--- src/rtl/chunked_seq_adder_if.sv ---
// Request/result bundle for chunked_seq_adder: master drives operands and start,
// slave returns busy/done and the registered result.
interface chunked_seq_adder_if #(
   parameter int WIDTH = 32
);
   logic             start;
   logic [WIDTH-1:0] a;
   logic [WIDTH-1:0] b;
   logic             cin;
   logic             busy;
   logic             done;
   logic [WIDTH-1:0] sum;
   logic             cout;
   logic             overflow;

   modport master (
      output start, a, b, cin,
      input  busy, done, sum, cout, overflow
   );

   modport slave (
      input  start, a, b, cin,
      output busy, done, sum, cout, overflow
   );
endinterface

--- src/rtl/chunked_seq_adder.sv ---
// Sequential WIDTH-bit adder, one CHUNK-bit slice per clock with a carry register.
// Define CHUNKED_SEQ_ADDER_SATURATE_EN to clamp the sum on signed overflow.
module chunked_seq_adder #(
   parameter int WIDTH = 32,
   parameter int CHUNK = 8
) (
   input  logic                clk,
   input  logic                rst,
   chunked_seq_adder_if.slave  bus
);

   localparam int N    = WIDTH / CHUNK;
   localparam int IDXW = (N > 1) ? $clog2(N) : 1;
   localparam logic [IDXW-1:0] LAST_IDX = IDXW'(N - 1);

   typedef enum logic [1:0] {
      ST_IDLE = 2'd0,
      ST_RUN  = 2'd1,
      ST_DONE = 2'd2
   } state_t;

   function automatic logic [CHUNK:0] add_slice(input logic [CHUNK-1:0] x,
                                                 input logic [CHUNK-1:0] y,
                                                 input logic             c);
      add_slice = {1'b0, x} + {1'b0, y} + {{CHUNK{1'b0}}, c};
   endfunction

   state_t           state_q, state_d;
   logic [WIDTH-1:0] a_q, a_d;
   logic [WIDTH-1:0] b_q, b_d;
   logic             carry_q, carry_d;
   logic [WIDTH-1:0] part_q, part_d;
   logic [IDXW-1:0]  idx_q, idx_d;
   logic             busy_q, busy_d;
   logic             done_q, done_d;
   logic [WIDTH-1:0] sum_q, sum_d;
   logic             cout_q, cout_d;
   logic             ovf_q, ovf_d;

   logic [31:0]      base_s;
   logic [CHUNK-1:0] slice_a_s;
   logic [CHUNK-1:0] slice_b_s;
   logic [CHUNK:0]   slice_sum_s;
   logic             carry_msb_s;
   logic [WIDTH-1:0] result_s;

   // Slice datapath and next-state/next-output computation
   always_comb begin
      state_d = state_q;
      a_d     = a_q;
      b_d     = b_q;
      carry_d = carry_q;
      part_d  = part_q;
      idx_d   = idx_q;
      busy_d  = busy_q;
      done_d  = done_q;
      sum_d   = sum_q;
      cout_d  = cout_q;
      ovf_d   = ovf_q;

      base_s      = 32'(idx_q) * 32'(CHUNK);
      slice_a_s   = CHUNK'(a_q >> base_s);
      slice_b_s   = CHUNK'(b_q >> base_s);
      slice_sum_s = add_slice(slice_a_s, slice_b_s, carry_q);
      // Carry into the slice MSB recovered from its sum bit; on the last slice this is the word's MSB
      carry_msb_s = slice_a_s[CHUNK-1] ^ slice_b_s[CHUNK-1] ^ slice_sum_s[CHUNK-1];
      result_s    = part_q | (WIDTH'(slice_sum_s[CHUNK-1:0]) << base_s);

      case (state_q)
         ST_IDLE, ST_DONE: begin
            done_d = 1'b0;
            if (bus.start) begin
               a_d     = bus.a;
               b_d     = bus.b;
               carry_d = bus.cin;
               part_d  = {WIDTH{1'b0}};
               idx_d   = {IDXW{1'b0}};
               busy_d  = 1'b1;
               state_d = ST_RUN;
            end else begin
               busy_d  = 1'b0;
               state_d = ST_IDLE;
            end
         end
         ST_RUN: begin
            part_d  = result_s;
            carry_d = slice_sum_s[CHUNK];
            if (idx_q == LAST_IDX) begin
               cout_d  = slice_sum_s[CHUNK];
               ovf_d   = carry_msb_s ^ slice_sum_s[CHUNK];
`ifdef CHUNKED_SEQ_ADDER_SATURATE_EN
               if ((carry_msb_s ^ slice_sum_s[CHUNK]) == 1'b1) begin
                  sum_d = a_q[WIDTH-1] ? {1'b1, {(WIDTH-1){1'b0}}}
                                       : {1'b0, {(WIDTH-1){1'b1}}};
               end else begin
                  sum_d = result_s;
               end
`else
               sum_d   = result_s;
`endif
               done_d  = 1'b1;
               busy_d  = 1'b0;
               state_d = ST_DONE;
            end else begin
               idx_d   = idx_q + IDXW'(1);
            end
         end
         default: begin
            busy_d  = 1'b0;
            done_d  = 1'b0;
            state_d = ST_IDLE;
         end
      endcase
   end

   // State and output registers with synchronous reset
   always_ff @(posedge clk) begin
      if (rst) begin
         state_q <= ST_IDLE;
         a_q     <= {WIDTH{1'b0}};
         b_q     <= {WIDTH{1'b0}};
         carry_q <= 1'b0;
         part_q  <= {WIDTH{1'b0}};
         idx_q   <= {IDXW{1'b0}};
         busy_q  <= 1'b0;
         done_q  <= 1'b0;
         sum_q   <= {WIDTH{1'b0}};
         cout_q  <= 1'b0;
         ovf_q   <= 1'b0;
      end else begin
         state_q <= state_d;
         a_q     <= a_d;
         b_q     <= b_d;
         carry_q <= carry_d;
         part_q  <= part_d;
         idx_q   <= idx_d;
         busy_q  <= busy_d;
         done_q  <= done_d;
         sum_q   <= sum_d;
         cout_q  <= cout_d;
         ovf_q   <= ovf_d;
      end
   end

   assign bus.busy     = busy_q;
   assign bus.done     = done_q;
   assign bus.sum      = sum_q;
   assign bus.cout     = cout_q;
   assign bus.overflow = ovf_q;

endmodule

--- src/flat_wrapper.sv ---
// flat-port wrapper written by rule: the top's interface ports become plain ports
module chunked_seq_adder_flat 
#(
   parameter int WIDTH = 32,
   parameter int CHUNK = 8
)
  (clk, rst, bus_start, bus_a, bus_b, bus_cin, bus_busy, bus_done, bus_sum, bus_cout, bus_overflow);
  chunked_seq_adder_if #(.WIDTH(WIDTH)) bus_i ();
  input  logic clk;
  input  logic rst;
  input wire logic [$bits(bus_i.start)-1:0] bus_start;
  input wire logic [$bits(bus_i.a)-1:0] bus_a;
  input wire logic [$bits(bus_i.b)-1:0] bus_b;
  input wire logic [$bits(bus_i.cin)-1:0] bus_cin;
  output wire logic [$bits(bus_i.busy)-1:0] bus_busy;
  output wire logic [$bits(bus_i.done)-1:0] bus_done;
  output wire logic [$bits(bus_i.sum)-1:0] bus_sum;
  output wire logic [$bits(bus_i.cout)-1:0] bus_cout;
  output wire logic [$bits(bus_i.overflow)-1:0] bus_overflow;
  assign bus_i.start = bus_start;
  assign bus_i.a = bus_a;
  assign bus_i.b = bus_b;
  assign bus_i.cin = bus_cin;
  assign bus_busy = bus_i.busy;
  assign bus_done = bus_i.done;
  assign bus_sum = bus_i.sum;
  assign bus_cout = bus_i.cout;
  assign bus_overflow = bus_i.overflow;
  chunked_seq_adder #(.WIDTH(WIDTH), .CHUNK(CHUNK)) u_core (.clk(clk), .rst(rst), .bus(bus_i));
endmodule
--- config.mk ---
export PLATFORM = sky130hd
export DESIGN_NAME = chunked_seq_adder_flat
export DESIGN_NICKNAME = d
export VERILOG_FILES = /design/src/rtl/chunked_seq_adder_if.sv /design/src/rtl/chunked_seq_adder.sv /design/src/flat_wrapper.sv
export SDC_FILE = /design/constraint.sdc
export NUM_CORES = 1
export LEC_CHECK = 0
export CAP_MARGIN = 20
export CORE_MARGIN = 5
export CORE_UTILIZATION = 52
export CTS_CLUSTER_DIAMETER = 40
export DETAILED_ROUTE_END_ITERATION = 16
export GPL_TIMING_DRIVEN = 1
export PLACE_DENSITY = 0.83
export SYNTH_ARGS = -nofsm -noshare
export SYNTH_HDL_FRONTEND = slang
export SYNTH_SLANG_ARGS = --single-unit
--- constraint.sdc ---
create_clock -name clk -period 3.57 [get_ports clk]
set_input_delay 0.5355 -clock clk [delete_from_list [all_inputs] [get_ports clk]]
set_output_delay 0.5355 -clock clk [all_outputs]
set_load 0.01 [all_outputs]
==> metrics.yaml, run 1 <==
die_w_um: 114
antenna_cells: 0
coreArea_um2: 10400
gr-usage-met2: 0.394
synth_enable_flop_cells: 0
ys_ff_latch: 137
post_cts_buffers: 0
drt-initial-drc-count: 364
routed_wl_um: 14700
timing.final.crit_share: 0.923
ys_async_sr_fraction: 0
syn_nets: 727
hold_path.class: "in -> reg"
routed_via_density: 5.76
cellPowerDensity_nw_per_um2: 539
rsz0062_at_grt: "no"
end_kind: "register"
ir_drop_mv: 0.302
grtUsageTotal: 0.230
grt_pass1_wl_um: 24000
criticalPathCategory: "reg -> reg"
status: "finished, final reports clean"
grt_overflow: 0
fillers: 781
synthToLayoutAreaGrowth_pct: 30.6
htree_num_levels: 4
ios: 104
clkLatencyLatePin_ns: 0.53
fp.dieArea_um2: 12900
ant_nets: 0
drive_gt1_frac: 0.0889
clockRootBuffer: "clkbuf_8"
first_pass_iters: 7
grt.met3_usage: 0.0504
timing.fmax_mhz: 303
final_common_cell: "dfxtp_1"
cts_buffers: 17
seq_area_frac_synth: 0.490
place_congestion: 0.971
fp.dieH_um: 114
synth_area_um2: 5600
cts_tree: "built"
netlist_instances: 649
start_util: 0.538
clock_path_buffers: 2
placed_area_um2: 6660
drc: 0
ys.flop_type: "dfxtp_1"
max_slew.worst_pin.slew_ns: 0.922
setup_viol: 0
fin_setup_tns_ns: 0
fin_area_um2: 7310
num_rows: 37
period_needed_ns: 3.30
clock-sinks: 137
grt_max_degree: 68
hold_viol_final: 0
wire_per_inst_um: 16.8
critical_path_arrival_ns: 3.74
crit_path_start_kind: "register"
grt_most_used_layer: "met2"
portBuffers: 103
postSynthAreaPerCell_um2: 8.63
gr-usage-met1: 0.286
p_leak_nw: 2.67
final_cell_mix: "dfxtp_1 (137), nand2_1 (136), clkdlybuf4s50_1 (102), a21oi_1 (90), nor2_1 (79)"
dp_hpwl_um: 9920
num_vias: 5053
layout.nets: 807
finClkSkew_ns: 0.00600
ys_types: 38
slew_violations: 0
cap_violations: 0
cp.required_ns: 4.01
cts.clk_slew.worst_paths_ns: 0.06
grt_pass1_vias: 5007
antenna_found_initial: 0
crit_fanout: 27
relSlewSlack: 0.384
synth_warnings: 0
## metal layers
metal  routed length, µm  up-vias  share of wire
met5                   0        -              0
met4                 353        0          0.024
met3                1110       40          0.075
met2                7330      236           0.50
met1                5940     2376           0.40
li1                    -     2401              -
## synthesized netlist by cell type (3+ instances only)
cell type  instances  area share
a31oi_1            8      0.0089
nand3_1            8      0.0071
a22o_1             8       0.013
a21oi_1           90       0.080
buf_2              9      0.0080
nor3_1            31       0.028
buf_1             10      0.0067
xnor2_1            4      0.0063
clkbuf_1          28       0.019
and2_1             3      0.0034
dfxtp_1          137        0.49
ha_1               8       0.018
nor2_1            79       0.053
a311oi_1           6      0.0094
a211oi_1          28       0.038
or3_1              5      0.0056
nor2b_1            5      0.0056
xor2_1             3      0.0047
nand2_1          136       0.091
nand2b_1           5      0.0056
mux4_2            16       0.064
## path summary, 6_finish.rpt
kind,start,endpoint,slack [ns],depth (start not counted)
worst min register to register,u_core.a_q[11],u_core.a_q[11],0.46,2
worst max-delay path,u_core.idx_q[1],u_core.bus.sum[30],0.27,9
worst min-delay path,rst,u_core.state_q[1],0.44,2
worst max register to register,u_core.idx_q[1],u_core.bus.sum[30],0.27,9
## critical path, stage by stage (launching register included)
cell and delay (ns):
dfxtp_1 0.37, buf_4 0.36, mux4_2 0.38, fa_1 0.42, fa_1 0.44, a211oi_1 0.37
o21ai_1 0.18, xor2_2 0.34, a211oi_1 0.14, nor3_1 0.21
## power breakdown
| group | switching [W] | leakage, nW | total, W | internal (W) |
|---|---|---|---|---|
| Combinational | 0.000241 | 1.25 | 0.000415 | 0.000174 |
| Clock | 0.000678 | 0.306 | 0.00191 | 0.00123 |
| Sequential | 0.0000306 | 1.11 | 0.00161 | 0.00158 |
| Total | 0.000949 | 2.67 | 0.00394 | 0.00299 |
## timing repair
action	CTS	global route
hold buffers	0	0
endpoints found under the setup margin	0	4
resized for setup	0	1
## cell type report
type / instances / area (µm²) / area share
Sequential cell: 137 / 2740 / 0.375
Multi-Input combinational cell: 458 / 2640 / 0.361
Timing Repair Buffer: 114 / 1110 / 0.152
Clock buffer: 19 / 432 / 0.0590
Clock inverter: 13 / 216 / 0.0296
Tap cell: 136 / 170 / 0.0233
Inverter: 1 / 3.75 / 0.000513
## stage by stage
| stage | hold WS, ns | setup WS (ns) | util | power [W] | instances |
|---|---|---|---|---|---|
| 2_1_floorplan | 0.433 | 0.314 | - | 0.00189 | 649 |
| 3_3_place_gp | 0.439 | 0.393 | 0.639 | 0.00203 | 846 |
| 3_5_place_dp | 0.443 | 0.275 | 0.639 | 0.00205 | 846 |
| 4_1_cts | 0.434 | 0.214 | 0.701 | 0.00394 | 878 |
| 5_1_grt | 0.453 | 0.0888 | 0.702 | 0.00407 | 878 |
| 6_report | 0.444 | 0.273 | 0.702 | 0.00394 | 878 |
## kinds of logic after synthesis
kind of cell    after synthesis  synth area share
fa+ha+maj                    10            0.0250
xor+xnor                      7            0.0109
simple gates                275             0.204
flops                       137             0.490
compound gates              149             0.162
buf+inv                      54            0.0427
mux                          17            0.0661
## sequential cells by signal (all words and copies together) (netlist names), 2 cells and up
| name | flops |
|---|---|
| u_core.state_q | 2 |
| u_core.idx_q | 2 |
| u_core.b_q | 32 |
| u_core.a_q | 32 |
| u_core.part_q | 32 |
| u_core.bus.sum | 32 |
Note: power is estimated with default switching activity, not from simulation.
==> run 2: changes to the inputs <==
--- a/config.mk
+++ b/config.mk
@@ -6,6 +6,7 @@
 export NUM_CORES = 1
 export LEC_CHECK = 0
 export CAP_MARGIN = 20
+export CORE_ASPECT_RATIO = 1.1
 export CORE_MARGIN = 5
 export CORE_UTILIZATION = 52
 export CTS_CLUSTER_DIAMETER = 40
==> constraint.sdc (replaced) <==
create_clock -name clk -period 3.6 [get_ports clk]
set_input_delay 0.54 -clock clk [delete_from_list [all_inputs] [get_ports clk]]
set_output_delay 0.54 -clock clk [all_outputs]
set_load 0.01 [all_outputs]
==> metrics.yaml, run 2 (synthesized netlist as in run 1, its figures left out) <==
clockRootBuffer: "clkbuf_16"
fp.dieArea_um2: 12900  # about the same
p_leak_nw: 2.65  # -0.79%
htree_num_levels: 4  # unchanged
coreArea_um2: 10400  # +0.25%
final_cell_mix: "dfxtp_1 (137), nand2_1 (136), clkdlybuf4s50_1 (102), a21oi_1 (90), nor2_1 (79)"
grt_pass1_vias: 5033  # +0.52%
dp_hpwl_um: 9870  # -0.53%
setup_viol: 0  # unchanged
relSlewSlack: 0.374  # -0.0104
max_slew.worst_pin.slew_ns: 0.939  # +0.0174 ns
ir_drop_mv: 0.359  # +19%
layout.nets: 808  # +0.12%
timing.final.crit_share: 0.891  # -0.0323
clock-sinks: 137  # unchanged
placed_area_um2: 6670  # +0.24%
clkLatencyLatePin_ns: 0.42  # -0.11 ns
ios: 104  # unchanged
switchingPower_w: 0.000935  # -1.5%
grt_overflow: 0  # unchanged
drc: 0  # unchanged
place_congestion: 0.818  # -16%
die_w_um: 109  # -4.2%
pre_cts_slack_ns: 0.482  # +0.207 ns
portBuffers: 103  # unchanged
hold_path.class: "reg -> reg"
ant_nets: 0  # unchanged
critical_path_arrival_ns: 3.55  # -0.19 ns
fp.dieH_um: 119  # +4.5%
p_seq_frac: 0.425  # +0.015
post_cts_buffers: 0  # unchanged
grt_max_degree: 88  # +29%
hold_viol_final: 0  # unchanged
num_vias: 4976  # -1.5%
power_w: 0.00377  # -4.3%
cap_violations: 0  # unchanged
setup_ws_ns: 0.392  # +0.119 ns
fin_area_um2: 7270  # -0.51%
ctsHoldBuffers: 0  # unchanged
fillers: 834  # +6.8%
slew_violations: 0  # unchanged
synthToLayoutAreaGrowth_pct: 29.9
crit_path_start_kind: "register"
hold-worst-slack_ns: 0.454  # +0.0105 ns
cellPowerDensity_nw_per_um2: 518  # -3.8%
grt_pass1_wl_um: 23900  # -0.63%
antenna_found_initial: 0  # unchanged
criticalPathCategory: "reg -> reg"
crit_fanout: 8  # -70%
timing.fmax_mhz: 312  # +2.8%
cts_resized: 0  # unchanged
finClkSkew_ns: 0.00935  # +0.00335 ns
drive_gt1_frac: 0.0888  # -0.000120
p_int_w: 0.00283  # -5.2%
routed_wl_um: 14500  # -1.7%
num_rows: 39  # +5.4%
drt-initial-drc-count: 382  # +4.9%
fin_setup_tns_ns: 0  # unchanged
cts.clk_slew.worst_paths_ns: 0.06  # about the same
switching_share: 0.248  # +0.00701
cts_tree: "built"
status: "finished, final reports clean"
cts_buffers: 17  # unchanged
end_kind: "register"
cp.required_ns: 3.94  # -0.07 ns
pwr-share-clk: 0.468  # -0.017
rsz0062_at_grt: "no"
clock_path_buffers: 2  # unchanged
combPwrFrac: 0.107  # +0.002
routed_via_density: 5.62  # -2.4%
grtUsageTotal: 0.233  # +0.00236
first_pass_iters: 5  # -2
period_needed_ns: 3.21  # -0.0887 ns
wire_per_inst_um: 16.3  # -2.6%
start_util: 0.536  # -0.00135
antenna_cells: 0  # unchanged
final_common_cell: "dfxtp_1"
-- run 2: cell count changes in the layout (fill, tap and decap cells not counted), sizes merged --
cell | previous run | this run
buf | 12 | 13
clkinvlp | 3 | 5
bufinv | 5 | 3
clkinv | 2 | 3
clkbuf | 19 | 18
-- run 2: layout make-up --
class	count	area (µm²)	share of cell area
clock inverter	14	173	0.0237
timing repair buffer	115	1120	0.154
tap	143	179	0.0246
inverter	1	3.75	0.000516
clock buffer	18	429	0.0590
sequential	137	2740	0.377
multi-input combinational	458	2630	0.361
-- run 2: path summary, 6_finish.rpt --
check | start | end | slack, ns | cells after the start
worst min-delay path | u_core.b_q[3] | u_core.b_q[3] | 0.45 | 2
worst max-delay path | u_core.idx_q[1] | u_core.bus.sum[22] | 0.39 | 8
worst min register to register | u_core.b_q[3] | u_core.b_q[3] | 0.45 | 2
worst max register to register | u_core.idx_q[1] | u_core.bus.sum[22] | 0.39 | 8
-- run 2: through the flow --
stage	util	instances
6_report	0.697	886
5_1_grt	0.697	886
4_1_cts	0.697	886
3_5_place_dp	0.639	854
3_3_place_gp	0.639	854
2_1_floorplan	-	649
-- run 2: layer usage --
metal  part of all wire  global-route usage  wire length [µm]
met5                  0                   0                 0
met3              0.075              0.0547              1090
met1               0.39               0.283              5650
met4              0.030               0.113               433
met2               0.50               0.385              7300
-- run 2: critical path, stage by stage, from the launching register on --
cell,delay (ns)
dfxtp_1,0.38
mux4_2,0.54
fa_1,0.45
fa_1,0.44
a211oi_1,0.34
o21ai_1,0.14
xor2_1,0.48
a211oi_1,0.16
nor3_1,0.20
-- run 2: power groups by stage --
stage               clock (W)  sequential, W  combinational [W]
floorplan                   0        0.00162           0.000252
finish                0.00176        0.00160           0.000404
global placement            0        0.00163           0.000385
detailed placement          0        0.00163           0.000396
global route          0.00185        0.00161           0.000443
CTS                   0.00178        0.00160           0.000402
==> run 3: changes to the inputs <==
--- a/config.mk
+++ b/config.mk
@@ -12,7 +12,7 @@
 export CTS_CLUSTER_DIAMETER = 40
 export DETAILED_ROUTE_END_ITERATION = 16
 export GPL_TIMING_DRIVEN = 1
-export PLACE_DENSITY = 0.83
+export PLACE_DENSITY = 0.8
 export SYNTH_ARGS = -nofsm -noshare
 export SYNTH_HDL_FRONTEND = slang
 export SYNTH_SLANG_ARGS = --single-unit
==> metrics.yaml, run 3 (synthesized netlist as in run 1, its figures left out) <==
start_util: 0.536  # unchanged
hold_path.class: "reg -> reg"
post_cts_buffers: 0  # unchanged
cpLargestDelayFamily: "adder cells"
whs_path_depth: 2  # unchanged
crit_buf_inv: 1  # +1
place_congestion: 0.850  # +3.9%
reg2regPathDepth: 9  # +1
clock-sinks: 137  # unchanged
fp.dieH_um: 119  # unchanged
fp.dieArea_um2: 12900  # unchanged
hold_viol_final: 0  # unchanged
synthToLayoutAreaGrowth_pct: 30.5
num_vias: 4914  # -1.2%
wire_per_inst_um: 16.2  # -0.96%
htree_num_levels: 4  # unchanged
antenna_cells: 0  # unchanged
crit_path_start_kind: "register"
worstReg2RegStart: "u_core.idx_q[1]"
criticalPathCategory: "reg -> reg"
crit_fanout: 16  # +8
cap_violations: 0  # unchanged
crit_slowest_cell: "fa_1"
routed_wl_um: 14300  # -0.96%
fin_setup_tns_ns: 0  # unchanged
hold_path_end: "u_core.a_q[22]"
crit_path_max_incr_delay_ns: 0.44  # -0.10 ns
grt_pass1_wl_um: 23600  # -1.2%
fillers: 850  # +1.9%
grt_overflow: 0  # unchanged
cts.clk_slew.worst_paths_ns: 0.06  # about the same
fin_area_um2: 7310  # +0.48%
ir_drop_mv: 0.269  # -25%
cts_buffers: 17  # unchanged
hold_path.startpoint: "u_core.a_q[22]"
regArea_um2: 2740  # unchanged
clkLatencyLatePin_ns: 0.42  # about the same
setup_viol: 0  # unchanged
switching_share: 0.235  # -0.0128
cellPowerDensity_nw_per_um2: 526  # +1.5%
placed_area_um2: 6670  # unchanged
regToRegEndpoint: "u_core.bus.sum[22]"
finClkSkew_ns: 0.0166  # +0.00727 ns
first_pass_iters: 5  # unchanged
final_core_util: 0.700  # +0.00335
antenna_found_initial: 0  # unchanged
multi_input_area_um2: 2640  # +0.29%
drive_gt1_frac: 0.0888  # unchanged
max_slew.worst_pin.slew_ns: 0.830  # -0.109 ns
slew_violations: 0  # unchanged
combPwrFrac: 0.106  # about the same
coreArea_um2: 10400  # unchanged
rsz0062_at_grt: "no"
clockRootBuffer: "clkbuf_16"
drt-initial-drc-count: 258  # -32%
timing.fmax_mhz: 318  # +2.1%
critical_path_arrival_ns: 3.49  # -0.06 ns
num_rows: 39  # unchanged
timing.final.crit_share: 0.873  # -0.0184
cts_tree: "built"
p_int_w: 0.00294  # +3.7%
hold-worst-slack_ns: 0.449  # -0.00460 ns
p_seq_frac: 0.417  # -0.008
drc: 0  # unchanged
grtUsageTotal: 0.232  # -0.00125
die_w_um: 109  # unchanged
fin_cells: 886  # unchanged
layout.nets: 808  # unchanged
final_cell_mix: "dfxtp_1 (137), nand2_1 (136), clkdlybuf4s50_1 (102), a21oi_1 (90), nor2_1 (79)"
grt_pass1_vias: 4936  # -1.9%
final_common_cell: "dfxtp_1"
routed_via_density: 5.55  # -1.2%
switchingPower_w: 0.000904  # -3.3%
reg2reg_slack_ns: 0.46  # +0.07 ns
p_leak_nw: 2.68  # +1.1%
end_kind: "register"
grt_max_degree: 67  # -24%
clock_path_buffers: 2  # unchanged
ctsHoldBuffers: 0  # unchanged
ant_nets: 0  # unchanged
status: "finished, final reports clean"
relSlewSlack: 0.445  # +0.0717
period_needed_ns: 3.14  # -0.0662 ns
cp_cell_sequence: "buf_4 > mux4_2 > fa_1 > fa_1 > a211oi_1 > o21ai_1 > xor2_2 > a211oi_1 > nor3_1"
pwr-share-clk: 0.478  # +0.010
portBuffers: 103  # unchanged
dp.cells: 854  # unchanged
dp_hpwl_um: 9990  # +1.3%
ios: 104  # unchanged
cp.required_ns: 3.94  # about the same
[run 3: per-layer routing]
metal,track usage,wire (µm),share of wire,vias up
met3,0.0611,844,0.059,31
met4,0.0923,322,0.022,0
met1,0.287,5850,0.41,2289
met5,0,0,0,-
met2,0.381,7320,0.51,181
li1,-,-,-,2413
[run 3: worst min-delay path: stages (launching register included)]
cell	delay, ns
dfxtp_1	0.30
nand2_1	0.05
a21oi_1	0.05
[run 3: power groups by stage]
stage                     Clock (W)  Combinational [W]  Sequential, W
after floorplan                   0           0.000252        0.00162
after global placement            0           0.000388        0.00163
after detailed placement          0           0.000398        0.00163
after CTS                   0.00185           0.000403        0.00160
after global routing        0.00193           0.000443        0.00161
final                       0.00184           0.000405        0.00160
[run 3: worst max path at each step]
stage / startpoint / slack, ns / cells past startpoint / endpoint
global route: u_core.idx_q[1] / 0.16 / 9 / u_core.bus.sum[6]
CTS: u_core.idx_q[1] / 0.21 / 9 / u_core.bus.sum[22]
global placement: u_core.idx_q[1] / 0.44 / 9 / u_core.bus.sum[22]
floorplan: u_core.idx_q[0] / 0.34 / 11 / u_core.bus.sum[30]
finish: u_core.idx_q[1] / 0.46 / 9 / u_core.bus.sum[22]
detailed placement: u_core.idx_q[1] / 0.27 / 9 / u_core.bus.sum[22]
[run 3: final cells by class]
cell class / instances / area share
Clock inverter: 11 / 0.0231
Clock buffer: 21 / 0.0630
Multi-Input combinational cell: 458 / 0.361
Timing Repair Buffer: 115 / 0.153
Sequential cell: 137 / 0.375
Inverter: 1 / 0.000514
Tap cell: 143 / 0.0245
[run 3: timing repair]
action | 4_1_cts | 5_1_grt
gates resized for setup | 0 | 1
setup endpoints to repair | 0 | 1
endpoints found under the hold margin | 0 | 0
[run 3: per-stage QoR]
stage,setup WS (ns),total power (W)
final,0.458,0.00384
after global placement,0.440,0.00202
after CTS,0.208,0.00386
after floorplan,0.344,0.00187
after detailed placement,0.275,0.00203
after global routing,0.161,0.00398
